--- config.mk ---
export PLATFORM = sky130hd
export DESIGN_NAME = sprite_scanner
export DESIGN_NICKNAME = d
export VERILOG_FILES = /design/src/rtl/sprite_scanner.sv
export SDC_FILE = /design/constraint.sdc
export NUM_CORES = 1
export LEC_CHECK = 0
export CORE_MARGIN = 5
export CORE_UTILIZATION = 36
export DETAILED_ROUTE_END_ITERATION = 7
export PLACE_DENSITY = 0.8
export SYNTH_ARGS = -nofsm -noshare
export SYNTH_HDL_FRONTEND = slang
export SYNTH_SLANG_ARGS = --single-unit
--- constraint.sdc ---
create_clock -name clk -period 2.9 [get_ports clk]
set_input_delay 0.29 -clock clk [delete_from_list [all_inputs] [get_ports clk]]
set_output_delay 0.29 -clock clk [all_outputs]
set_load 0.05 [all_outputs]
--- src/rtl/sprite_scanner.sv ---
// sprite_scanner: drives a row-multiplexed LED matrix from a flat sprite bus.
// Each frame composes a background sprite with an optional right-shifted
// overlay sprite. Every row is lit for ROW_HOLD cycles and then blanked for
// one cycle. Sprite selects and the overlay shift are latched at frame start.
//
// The FSM state is visible on the busy output (high outside IDLE).
module sprite_scanner #(
  parameter int IMAGE_COUNT  = 3,
  parameter int IMAGE_WIDTH  = 8,
  parameter int IMAGE_HEIGHT = 8,
  parameter int SEL_W        = 2,
  parameter int ROW_HOLD     = 4
) (
  input  logic                                        clk,
  input  logic                                        rst,
  input  logic [IMAGE_COUNT*IMAGE_WIDTH*IMAGE_HEIGHT-1:0] image,
  input  logic                                        enable,
  input  logic [SEL_W-1:0]                            bg_sel,
  input  logic [SEL_W-1:0]                            ov_sel,
  input  logic                                        ov_en,
  input  logic [$clog2(IMAGE_WIDTH)-1:0]              ov_shift,
  output logic [IMAGE_HEIGHT-1:0]                     row_sel,
  output logic [IMAGE_WIDTH-1:0]                      col_data,
  output logic                                        frame_done,
  output logic                                        busy
);

  localparam int TOTAL   = IMAGE_COUNT * IMAGE_WIDTH * IMAGE_HEIGHT;
  localparam int IDX_W   = $clog2(TOTAL);
  localparam int RW      = $clog2(IMAGE_HEIGHT);
  localparam int SH_W    = $clog2(IMAGE_WIDTH);
  localparam int HOLD_W  = (ROW_HOLD > 1) ? $clog2(ROW_HOLD) : 1;

  localparam logic [RW-1:0]     LAST_ROW  = RW'(IMAGE_HEIGHT - 1);
  localparam logic [HOLD_W-1:0] HOLD_LAST = HOLD_W'(ROW_HOLD - 1);

  typedef enum logic [1:0] {
    IDLE  = 2'd0,
    SCAN  = 2'd1,
    BLANK = 2'd2
  } state_t;

  state_t              state;
  logic [RW-1:0]       row;
  logic [HOLD_W-1:0]   hold;

  // Shadow copies of the frame parameters, refreshed only at frame start.
  logic [SEL_W-1:0]    sh_bg;
  logic [SEL_W-1:0]    sh_ov;
  logic                sh_oven;
  logic [SH_W-1:0]     sh_shift;

  // Row about to be shown and the parameter set it should use.
  logic                fresh;
  logic [RW-1:0]       tgt_row;
  logic [SEL_W-1:0]    c_bg;
  logic [SEL_W-1:0]    c_ov;
  logic                c_oven;
  logic [SH_W-1:0]     c_shift;
  logic [IMAGE_WIDTH-1:0] col_next;

  // One sprite row from the bus; selects past the sprite count read as blank.
  function automatic logic [IMAGE_WIDTH-1:0] sprite_row(
    input logic [TOTAL-1:0] img,
    input logic [SEL_W-1:0] sel,
    input logic [RW-1:0]    r
  );
    logic [IDX_W-1:0] base;
    sprite_row = '0;
    base = IDX_W'(int'(sel) * IMAGE_WIDTH * IMAGE_HEIGHT + int'(r) * IMAGE_WIDTH);
    if (int'(sel) < IMAGE_COUNT) sprite_row = img[base +: IMAGE_WIDTH];
  endfunction

  // Pick the target row and parameter set, then compose its column pattern.
  always_comb begin
    fresh   = (state == IDLE) || ((state == BLANK) && (row == LAST_ROW));
    tgt_row = row;
    if (fresh)               tgt_row = '0;
    else if (state == BLANK) tgt_row = row + RW'(1);
    c_bg    = fresh ? bg_sel   : sh_bg;
    c_ov    = fresh ? ov_sel   : sh_ov;
    c_oven  = fresh ? ov_en    : sh_oven;
    c_shift = fresh ? ov_shift : sh_shift;
    col_next = sprite_row(image, c_bg, tgt_row);
    if (c_oven) col_next = col_next | (sprite_row(image, c_ov, tgt_row) >> c_shift);
  end

  // Scan FSM with registered outputs; blank cycle separates consecutive rows.
  always_ff @(posedge clk or posedge rst) begin
    if (rst) begin
      state      <= IDLE;
      row        <= '0;
      hold       <= '0;
      sh_bg      <= '0;
      sh_ov      <= '0;
      sh_oven    <= 1'b0;
      sh_shift   <= '0;
      row_sel    <= '0;
      col_data   <= '0;
      frame_done <= 1'b0;
      busy       <= 1'b0;
    end else begin
      frame_done <= 1'b0;
      case (state)
        IDLE: begin
          if (enable) begin
            state    <= SCAN;
            row      <= '0;
            hold     <= '0;
            sh_bg    <= bg_sel;
            sh_ov    <= ov_sel;
            sh_oven  <= ov_en;
            sh_shift <= ov_shift;
            row_sel  <= IMAGE_HEIGHT'(1) << tgt_row;
            col_data <= col_next;
            busy     <= 1'b1;
          end else begin
            row_sel  <= '0;
            col_data <= '0;
            busy     <= 1'b0;
          end
        end
        SCAN: begin
          if (!enable) begin
            state    <= IDLE;
            row      <= '0;
            hold     <= '0;
            row_sel  <= '0;
            col_data <= '0;
            busy     <= 1'b0;
          end else if (hold == HOLD_LAST) begin
            state      <= BLANK;
            hold       <= '0;
            row_sel    <= '0;
            col_data   <= '0;
            frame_done <= (row == LAST_ROW);
          end else begin
            hold     <= hold + HOLD_W'(1);
            col_data <= col_next;
          end
        end
        BLANK: begin
          if (!enable) begin
            state    <= IDLE;
            row      <= '0;
            hold     <= '0;
            row_sel  <= '0;
            col_data <= '0;
            busy     <= 1'b0;
          end else begin
            state    <= SCAN;
            row      <= tgt_row;
            hold     <= '0;
            row_sel  <= IMAGE_HEIGHT'(1) << tgt_row;
            col_data <= col_next;
            if (row == LAST_ROW) begin
              sh_bg    <= bg_sel;
              sh_ov    <= ov_sel;
              sh_oven  <= ov_en;
              sh_shift <= ov_shift;
            end
          end
        end
        default: begin
          state    <= IDLE;
          row_sel  <= '0;
          col_data <= '0;
          busy     <= 1'b0;
        end
      endcase
    end
  end

endmodule
---- After elaboration in Yosys (flattened, before gate mapping) ----
Index checks and enable logic that the tools add are counted.
storage, ports and cells
  logic and storage cells ................. 96
  output and inout bits ................... 18
  bits of input ports ..................... 203
  register bits after elaboration ......... 33
operators by class
  shift-type cells ........................ 4
  mux-type cells .......................... 53
  magnitude comparators ................... 2
  eq/ne operators ......................... 10
  add/sub/neg operators ................... 4
  bitwise logic cells ..................... 1
  reductions and logical operators ........ 11
operator list
  operator             count
  $shiftx 192x9->8     2
  $mux 8               10
  $pmux 8 s2           2
  $mux 2               14
  $mux 3               9
  $add 8x6->8          2
  $pmux 2 s3           2
  $mux 1               10
  $pmux 3 s3           1
  $ne 2x2->1 const B   4
  $or 8x8->8           1
  $pmux 2 s2           2
  $shl 1x3->8 const A  1
  $shr 8x3->8          1
  $pmux 3 s2           1
  $eq 2x2->1 const B   2
  $lt 2x2->1 const B   2
  $pmux 1 s2           2
  $reduce_and 2->1     2
  $reduce_and 4->1     1
  $reduce_or 2->1      2
  $add 3x1->3 const B  1
  $eq 3x3->1 const B   1
  $ne 3x3->1 const B   1
  other kinds (9)      9

---- Depth between registers and ports, before layout ----
Gate-level depths: netlist of the first run.
  depth after elaboration ................. 14
  gate-level depth with buffers ........... 15
  mapped depth without buffers ............ 11

---- Worst setup path after synthesis of the first run ----
Ideal clock, no wire load.
  path kind ............................... register to register
  from .................................... register state[0]
  to ...................................... register col_data[1]
  clock period less this slack ............ 3,048 ps
  library setup time ...................... 126 ps
  arrival ................................. 2,922 ps
  buffers on the path ..................... 3
  cell stages (with the launch flop) ...... 15
  setup slack ............................. -148 ps
  data required time ...................... 2,774 ps
  cell sequence ........................... dfrtp_1 inv_1 ha_1 buf_6 or3b_1 buf_2 a21o_1 buf_6 o22ai_2 nor3_1 or4_1 or3_1 o211ai_2 o311a_1 a21oi_1
between the ends
  cells in the longest elaborated chain, start to end .. 14
  elaborated cells between the ends (all ways) .. 28
  classes of those cells .................. add/sub: 2; order compare: 2; eq/ne: 2; shift: 3; mux: 14; bitwise: 1; reduce/logical: 4
ends and longest elaborated chain
  what                                     line         source
  start: declaration                       43           state_t state;
  start signal: assignment                 91           state <= IDLE;
  start signal: assignment                 107          state <= SCAN;
  start signal: assignment                 125          state <= IDLE;
  $eq 2x2->1                               76, 79, 104
  $logic_and 1x1->1                        76           fresh = (state == IDLE) || ((state == BLANK) && (row == LAST_ROW));
  $logic_or 1x1->1                         76
  $mux 3 / $mux 2 (equally long branches)  78, 81
  $add 8x6->8                              70           base = IDX_W'(int'(sel) * IMAGE_WIDTH * IMAGE_HEIGHT + int'(r) * IMAGE_WIDTH);
  $shiftx 192x9->8                         71           if (int'(sel) < IMAGE_COUNT) sprite_row = img[base +: IMAGE_WIDTH];
  $mux 8                                   71
  $mux 8                                   85           if (c_oven) col_next = col_next | (sprite_row(image, c_ov, tgt_row) >> c_shift);
  $shr 8x3->8                              85
  $or 8x8->8                               85
  $mux 8                                   85
  $mux 8                                   131          end else if (hold == HOLD_LAST) begin
  $mux 8                                   124          if (!enable) begin
  $pmux 8 s2 *                             104          case (state)
  end signal: assignment                   115          col_data <= col_next;
  end signal: assignment                   139          col_data <= col_next;
  end signal: assignment                   155          col_data <= col_next;
  end: declaration                         23           output logic [IMAGE_WIDTH-1:0] col_data,
Mark *: on every way between the ends. The rest lies on a longest branch, timed or not. The select of a mux whose other input is x is not followed.
A chain may end at the register's enable or synchronous reset.

---- Worst setup path in the final report of the first run ----
  from .................................... register row[0]
  to ...................................... register col_data[2]
between the ends
  cells in the longest elaborated chain, start to end .. 14
  elaborated cells between the ends (all ways) .. 26
  classes of those cells .................. add/sub: 3; order compare: 2; eq/ne: 1; shift: 3; mux: 14; bitwise: 1; reduce/logical: 2
ends and longest elaborated chain
  what                                                                  line  source
  start: declaration                                                    44    logic [RW-1:0] row;
  start signal: assignment                                              152   row <= tgt_row;
  parallel branches: the longest is 10 deep, another holds $add 8x6->8  --
  $mux 8 *                                                              85
  $mux 8                                                                131
  $mux 8                                                                124
  $pmux 8 s2 *                                                          104
Every way passes the cells marked *. The select of a mux whose other input is x is not followed.

==> results of run 1 <==
==> cells in the final DEF, fill, tap and decap left out, drive strengths merged, types with 5 or more instances in the layout <==
master	count
clkdlybuf4s50	220
buf	119
nand2	40
nor3	40
o21ai	36
nor2	35
a21oi	34
dfrtp	33
o22ai	28
o32ai	17
mux2i	14
a211oi	12
mux2	10
a31oi	9
and2	9
or3	9
a32oi	9
nand2b	8
o21a	8
o31ai	7
o211ai	7
nor4	7
ha	7
a22oi	6
a221oi	6
a221o	5
a22o	5
clkbuf	5
inv	5
nor3b	5
==> layer usage <==
metal | track usage, % | vias up
met2 | 51.2 | 332
li1 | - | 2643
met4 | 10.1 | 0
met5 | 0 | -
met1 | 37.5 | 2738
met3 | 4.19 | 59
==> through the flow <==
stage	hold WS (ns)	TNS [ns]	cells
floorplan	0.407	-0.110	510
global route	0.445	-1.88	951
detailed placement	0.476	-2.57	930
finish	0.386	-1.04	951
CTS	0.394	-0.803	951
global placement	0.463	-2.12	930
==> worst reg2reg max path, stage by stage, from the launching register on <==
cell	delay (ns)
dfrtp_1	0.39
ha_2	0.21
ha_4	0.19
buf_6	0.13
and4bb_4	0.39
o21bai_4	0.15
buf_16	0.18
o22ai_1	0.25
nor3_2	0.08
nor4_2	0.35
o21ai_2	0.12
mux2i_1	0.24
o22ai_1	0.12
a22o_1	0.19
==> repair_timing <==
item / CTS / global route
setup endpoints to repair: 8 / 8
setup buffers: 11 / 2
pin swaps: 19 / 19
cloned: 2 / 1
resized for setup: 45 / 43
endpoints found under the hold margin: 0 / 0
==> where the power goes <==
part           switching (mW)  total, mW  internal, mW
clock                   0.182      0.347         0.165
combinational            1.39       2.65          1.26
sequential             0.0730      0.660         0.587
==> how the worst min path moves through the flow <==
stage                 from          end  cells past startpoint
6_report               rst   row_sel[1]                      3
3_5_place_dp    row_sel[4]   row_sel[4]                      2
4_1_cts                rst     sh_bg[0]                      3
3_3_place_gp    row_sel[0]   row_sel[0]                      2
5_1_grt                rst   row_sel[1]                      3
2_1_floorplan  ov_shift[2]  sh_shift[2]                      2
==> flip-flops by register name, summed over array words and instances (netlist names) <==
name	count
state	2
sh_ov	2
hold	2
sh_bg	2
sh_shift	3
row	3
col_data	8
busy	1
row_sel	8
frame_done	1
sh_oven	1
==> logic make-up after synthesis <==
logic type | count (synthesis)
AO/OA/AOI/OAI | 218
AND/OR/NAND/NOR | 180
buffers and inverters | 48
flip-flops | 33
multiplexers | 24
adder cells (fa/ha/maj) | 7
==> final cells by class <==
cell class | instances | share of cell area, %
clock buffers | 5 | 0.904
multi-input cells | 430 | 43.6
well taps | 136 | 2.24
flip-flops and latches | 33 | 10.8
repair buffers | 339 | 41.9
inverters | 5 | 0.247
clock inverters | 3 | 0.230
==> metrics.md, run 1 <==
| Metric | Value |
|---|---|
| Status | complete, but fails checks |
| Failing checks | negative setup slack |
| Final setup viols | 7 |
| Final WS setup | -0.212 ns |
| Xor/xnor share of the synthesized area | 0% |
| Worst r2r src | row[0] |
| Relative slew slack | 65.5% |
| Layout Utilization | between 70% and 80% |
| Die height | ~110 um |
| Yosys warns | 0 |
| Vias in the first global route | approximately 6k |
| Hold Buf Count CTS | 0 |
| Post-synthesis sequential area ratio | 21.4% |
| Max Clock Skew | about 0.0030 ns |
| Drc violations | 0 |
| Synthesized net count | 720 |
| DR WL/cell | between 20 and 25 um |
| Max VDD drop | roughly 0.00053 V |
| Worst path top cell family by delay | compound AO/OA/AOI/OAI gates |
| Share of the synthesized area in the top cell type | around a fifth |
| DIE AREA | approximately 13000 um2 |
| Largest net degree at the start of global routing | 34 |
| CP max stage cell | dfrtp_1 |
| Post-DRT Antenna Nets | 0 |
| CP arrival | roughly 3.3 ns |
| Max clock buf depth | 2 |
| Synth cell types | 66 |
| Async S/R FF share, synth | between 90% and 100% |
| Crit-path cells | ha_2, ha_4, buf_6, and4bb_4, o21bai_4, buf_16, o22ai_1, nor3_2, nor4_2, o21ai_2, mux2i_1, o22ai_1, a22o_1 |
| Dpl hpwl | about 17 mm |
| DRT met1 WL | 7.98 mm |
| Critical Path Max Stage Delay | a little under 0.4 ns |
| Post-Synth Simple-Gate Area | roughly a quarter |
| Buf+Inv Stages, Crit Path | 2 |
| Main combinational cell family by area after synthesis | compound AO/OA/AOI/OAI gates |
| GRT Overall Usage | just under 30% |
| Clk pin slew, worst setup/hold paths | 0.07 ns |
| Worst Setup SP | row[0] |
| Initial drt markers | approximately 550 |
| DR pass1 iterations | 5 |
| Pre-CTS setup slack | -0.457 ns |
| First-pass GRT wire length | 30.6 mm |
| Most frequent CP cell | o22ai_1 |
| Ant diodes | 0 |
| Worst Path Required | slightly above 3 ns |
| Latest clock arrival within the worst-skew pair | between 0.2 and 0.3 ns |
| Highest Signal Layer | met4 |
| Power, Total | around 3.7 mW |
| Metal2 WL | about 10 mm |
| Maximum fanout along the worst path | 7 |
| Hold WC Path Type | in2async |
| Grt ovf | 0 |
| Critical Path Stages | 13 |
| Clock sink total | 33 |
| Vias/cell | 6.07 |
| Area of the multi-input gates | about 3300 um2 |
| Seq. cell area | about 830 um2 |
| Area leader, netlist | dfrtp_1 |
| Multiplexer area fraction after synthesis | between 6 and 7% |
| Vias | 5772 |
| Share of cells above drive strength 1 | between 20% and 30% |
| Initial Util | 37.1% |
| Post-Syn Area | between 3000 and 4000 um2 |
| Worst reg-to-reg path cell count | 13 |
| Met3 WL | between 1.5 and 2 mm |
| Fin crit share | 107% |
| Power per cell area | 480 nW/um2 |
| Mapped Avg Cell Area | between 7 and 8 um2 |
| CP Capture Type | flip-flop |
| Prevailing post-synth register cell | dfrtp_1 |
| Post-Synth Adder-Cell Area | approximately 2.3% |
| Measured slew at the worst slew-check pin | 0.517 ns |
| Final wirelength | 20.3 mm |
| Min cycle time layout | slightly above 3 ns |
| Synth Area in Compound Gates | approximately two fifths |
| CTS buffer count | 5 |
| Cells after synthesis | 510 |
| Unrepaired setup endpoints after global routing | true |
| Clock tree root buffer cell | clkbuf_8 |
| Row count | 37 |
| Global placement routability congestion | approximately 1.1 |
| Final instance area | 7610 um2 |
| Final net count | about 1k |
| Setup CP Type | reg2reg |
| H-tree Lvls | 2 |
| Ports | between 200 and 250 |
| # fillers | about 800 |
| IO buf count | 220 |
| Most instantiated cells after synthesis | nand2_1, nor3_1, nor2_1, a21oi_1, dfrtp_1 |
| CTS tree | built |
| Leakage | around 2.9 nW |
| Hold Vio Cnt, Final | 0 |
| #FFs+latches synth | 33 |
| Startpoint Class | flip-flop |
| Leading post-synthesis cells by cell area | dfrtp_1, nor3_1, a21oi_1, o22ai_1, o21ai_0 |
| Post-DP Area | just under 7000 um2 |
| Core box area | roughly 10000 um2 |
| Area Overhead vs Synth | 97.1% |
| Post-synth EDFFs | 0 |
| Worst Setup EP | col_data[2] |
| Initial antenna violation count | 0 |
| Final Slew Violations | 0 |
| Max-cap violations | 0 |
| Flop2flop setup slack | -0.21 ns |
| Worst R2R End | col_data[2] |
| Max frequency | between 300 and 400 MHz |
| DIE WIDTH | approximately 110 um |
No activity file was read; power rests on OpenSTA's default activity.
==> inputs of run 2 (changes only) <==
PLACE_DENSITY = 0.85   (was 0.8)
==> run 2 against run 1 <==
The run still ends with negative setup slack left. Combinational power increased by 5%. Clock power increased by 30%. Die area unchanged. Global-route usage increased by 2.2 points. Critical path type unchanged. Largest power group unchanged.
==> metrics.md, run 2 (synthesis gave the netlist of run 1 again) <==
| Metric | Value |
|---|---|
| Share of cells above drive strength 1 | between 30% and 40% |
| Max Clock Skew | 0.00650 ns |
| CP Capture Type | flip-flop |
| Setup CP Type | reg2reg |
| Worst Path Required | 3.06 ns |
| Max-cap violations | 0 |
| Finished Layout Cells | between 900 and 1k |
| Initial Util | 37.1% |
| Vias/cell | ~6.3 |
| Vias | just over 6k |
| Clk pin slew, worst setup/hold paths | around 0.07 ns |
| Largest regs | col_data: 8 flops, row_sel: 8 flops |
| Status | complete, but fails checks |
| Final setup viols | 8 |
| Setup_tns | -1.11 ns |
| Ports | around 220 |
| IO buf count | 220 |
| Power, Total | slightly below 4 mW |
| CTS buffer count | 5 |
| Latest clock arrival within the worst-skew pair | between 0.2 and 0.3 ns |
| Unrepaired setup endpoints after global routing | true |
| DIE WIDTH | ~110 um |
| Final wirelength | approximately 23 mm |
| Leakage | 3.16 nW |
| Placed cells | slightly above 900 |
| Worst Setup SP | row[0] |
| Layout Utilization | 78.4% |
| CP arrival | 3.23 ns |
| DR WL/cell | around 24 um |
| Measured slew at the worst slew-check pin | just over 0.5 ns |
| Worst r2r src | row[0] |
| Dpl hpwl | around 17 mm |
| GRT Overall Usage | 31.8% |
| Most frequent cells in the layout | clkdlybuf4s50_1, buf_4, nand2_1, nor2_1, dfrtp_1 |
| Vias in the first global route | between 6k and 7k |
| Area Overhead vs Synth | 111% |
| Global placement routability congestion | about 0.99 |
| Post-DRT Antenna Nets | 0 |
| Maximum fanout along the worst path | 6 |
| Die height | roughly 110 um |
| Most common cell after layout, fill and taps aside | clkdlybuf4s50_1 |
| Core box area | 10400 um2 |
| Max VDD drop | about 0.00063 V |
| First-pass GRT wire length | approximately 33 mm |
| Ant diodes | 0 |
| Initial drt markers | approximately 590 |
| Hold Buf Count CTS | 0 |
| Startpoint Class | flip-flop |
| Final net count | 1046 |
| CTS tree | built |
| Crit-path cells | ha_4, ha_4, buf_6, o21ai_0, buf_4, nand2_1, a222oi_1, a22oi_1, mux2_2, a21oi_1, o311a_1, a31oi_1 |
| Hold WC Path Type | in2async |
| Critical Path Max Stage Delay | about 0.45 ns |
| Clock sink total | 33 |
| Max clock buf depth | 2 |
| Min cycle time layout | approximately 3.1 ns |
| Row count | 37 |
| Final Slew Violations | 0 |
| Max frequency | about 330 MHz |
| Relative slew slack | between 60 and 70% |
| Most frequent CP cell | ha_4 |
| Pre-CTS setup slack | -0.416 ns |
| CP max stage cell | a222oi_1 |
| Final WS setup | -0.176 ns |
| Failing checks | negative setup slack |
| Grt ovf | 0 |
| Hold Vio Cnt, Final | 0 |
| Power per cell area | approximately 480 nW/um2 |
| DIE AREA | roughly 13000 um2 |
| Largest net degree at the start of global routing | 34 |
| H-tree Lvls | 2 |
| DR pass1 iterations | 5 |
| Fin crit share | 106% |
| Clock tree root buffer cell | clkbuf_8 |
| Drc violations | 0 |
| Initial antenna violation count | 1 |
run 2: changes by cell type in the layout (fill, tap and decap cells not counted), sizes merged:
cell           previous run  this run
buf                     119       137
bufinv                    0         1
clkbuf                    5        10
clkdlybuf4s15             0         1
clkinv                    2         0
clkinvlp                  1         0
run 2: power by group:
part           internal, mW  switching [mW]
clock                 0.280           0.172
combinational          1.32            1.47
sequential            0.588          0.0868
run 2: what timing repair did:
action | in CTS | in global routing
resized for setup | 82 | 47
endpoints found under the setup margin | 8 | 8
pin swaps | 25 | 25
setup buffers | 14 | 20
gates cloned | 3 | 3
run 2: routing by layer:
metal  GRT usage, %  vias up  share of wire [%]  wire, um
li1               -     2689                  -         -
met1           38.0     2916                 36      8350
met2           55.9      426                 50     11500
met3           6.53       93                9.6      2210
met4           11.7        2                4.1       940
met5              0        -              0.056        13
run 2: stage by stage:
stage	hold slack (ns)	instance area (um2)
3_3_place_gp	0.461	6930
3_5_place_dp	0.470	6930
4_1_cts	0.422	7650
5_1_grt	0.497	8170
6_report	0.409	8170
2_1_floorplan	0.407	3910
run 2: path summary, 6_finish.rpt:
kind | to | slack, ns | cells past startpoint
worst max-delay path | col_data[0] | -0.18 | 12
worst min-delay path | sh_bg[1] | 0.41 | 3
worst max register to register | col_data[0] | -0.18 | 12
worst min register to register | row_sel[4] | 0.48 | 2
max in group asynchronous | row[0] | 2.18 | 3
min in group clk | row_sel[4] | 0.48 | 2
run 2: worst max-delay path: cells and delay by family (launching register included):
family	cells	cell delay, ns
buffers and inverters	2	0.34
DFF	1	0.42
and+or+nand+nor	1	0.18
AOI/OAI and AO/OA	6	1.34
muxes	1	0.30
adders and majority gates	2	0.36
run 2: final cells by class:
| class | count | area, um2 |
|---|---|---|
| Clock buffer | 7 | 86.3 |
| Clock inverter | 1 | 30.0 |
| Fill cell | 700 | 2250 |
| Inverter | 5 | 18.8 |
| Multi-Input combinational cell | 430 | 3520 |
| Sequential cell | 33 | 826 |
| Tap cell | 136 | 170 |
| Timing Repair Buffer | 361 | 3510 |
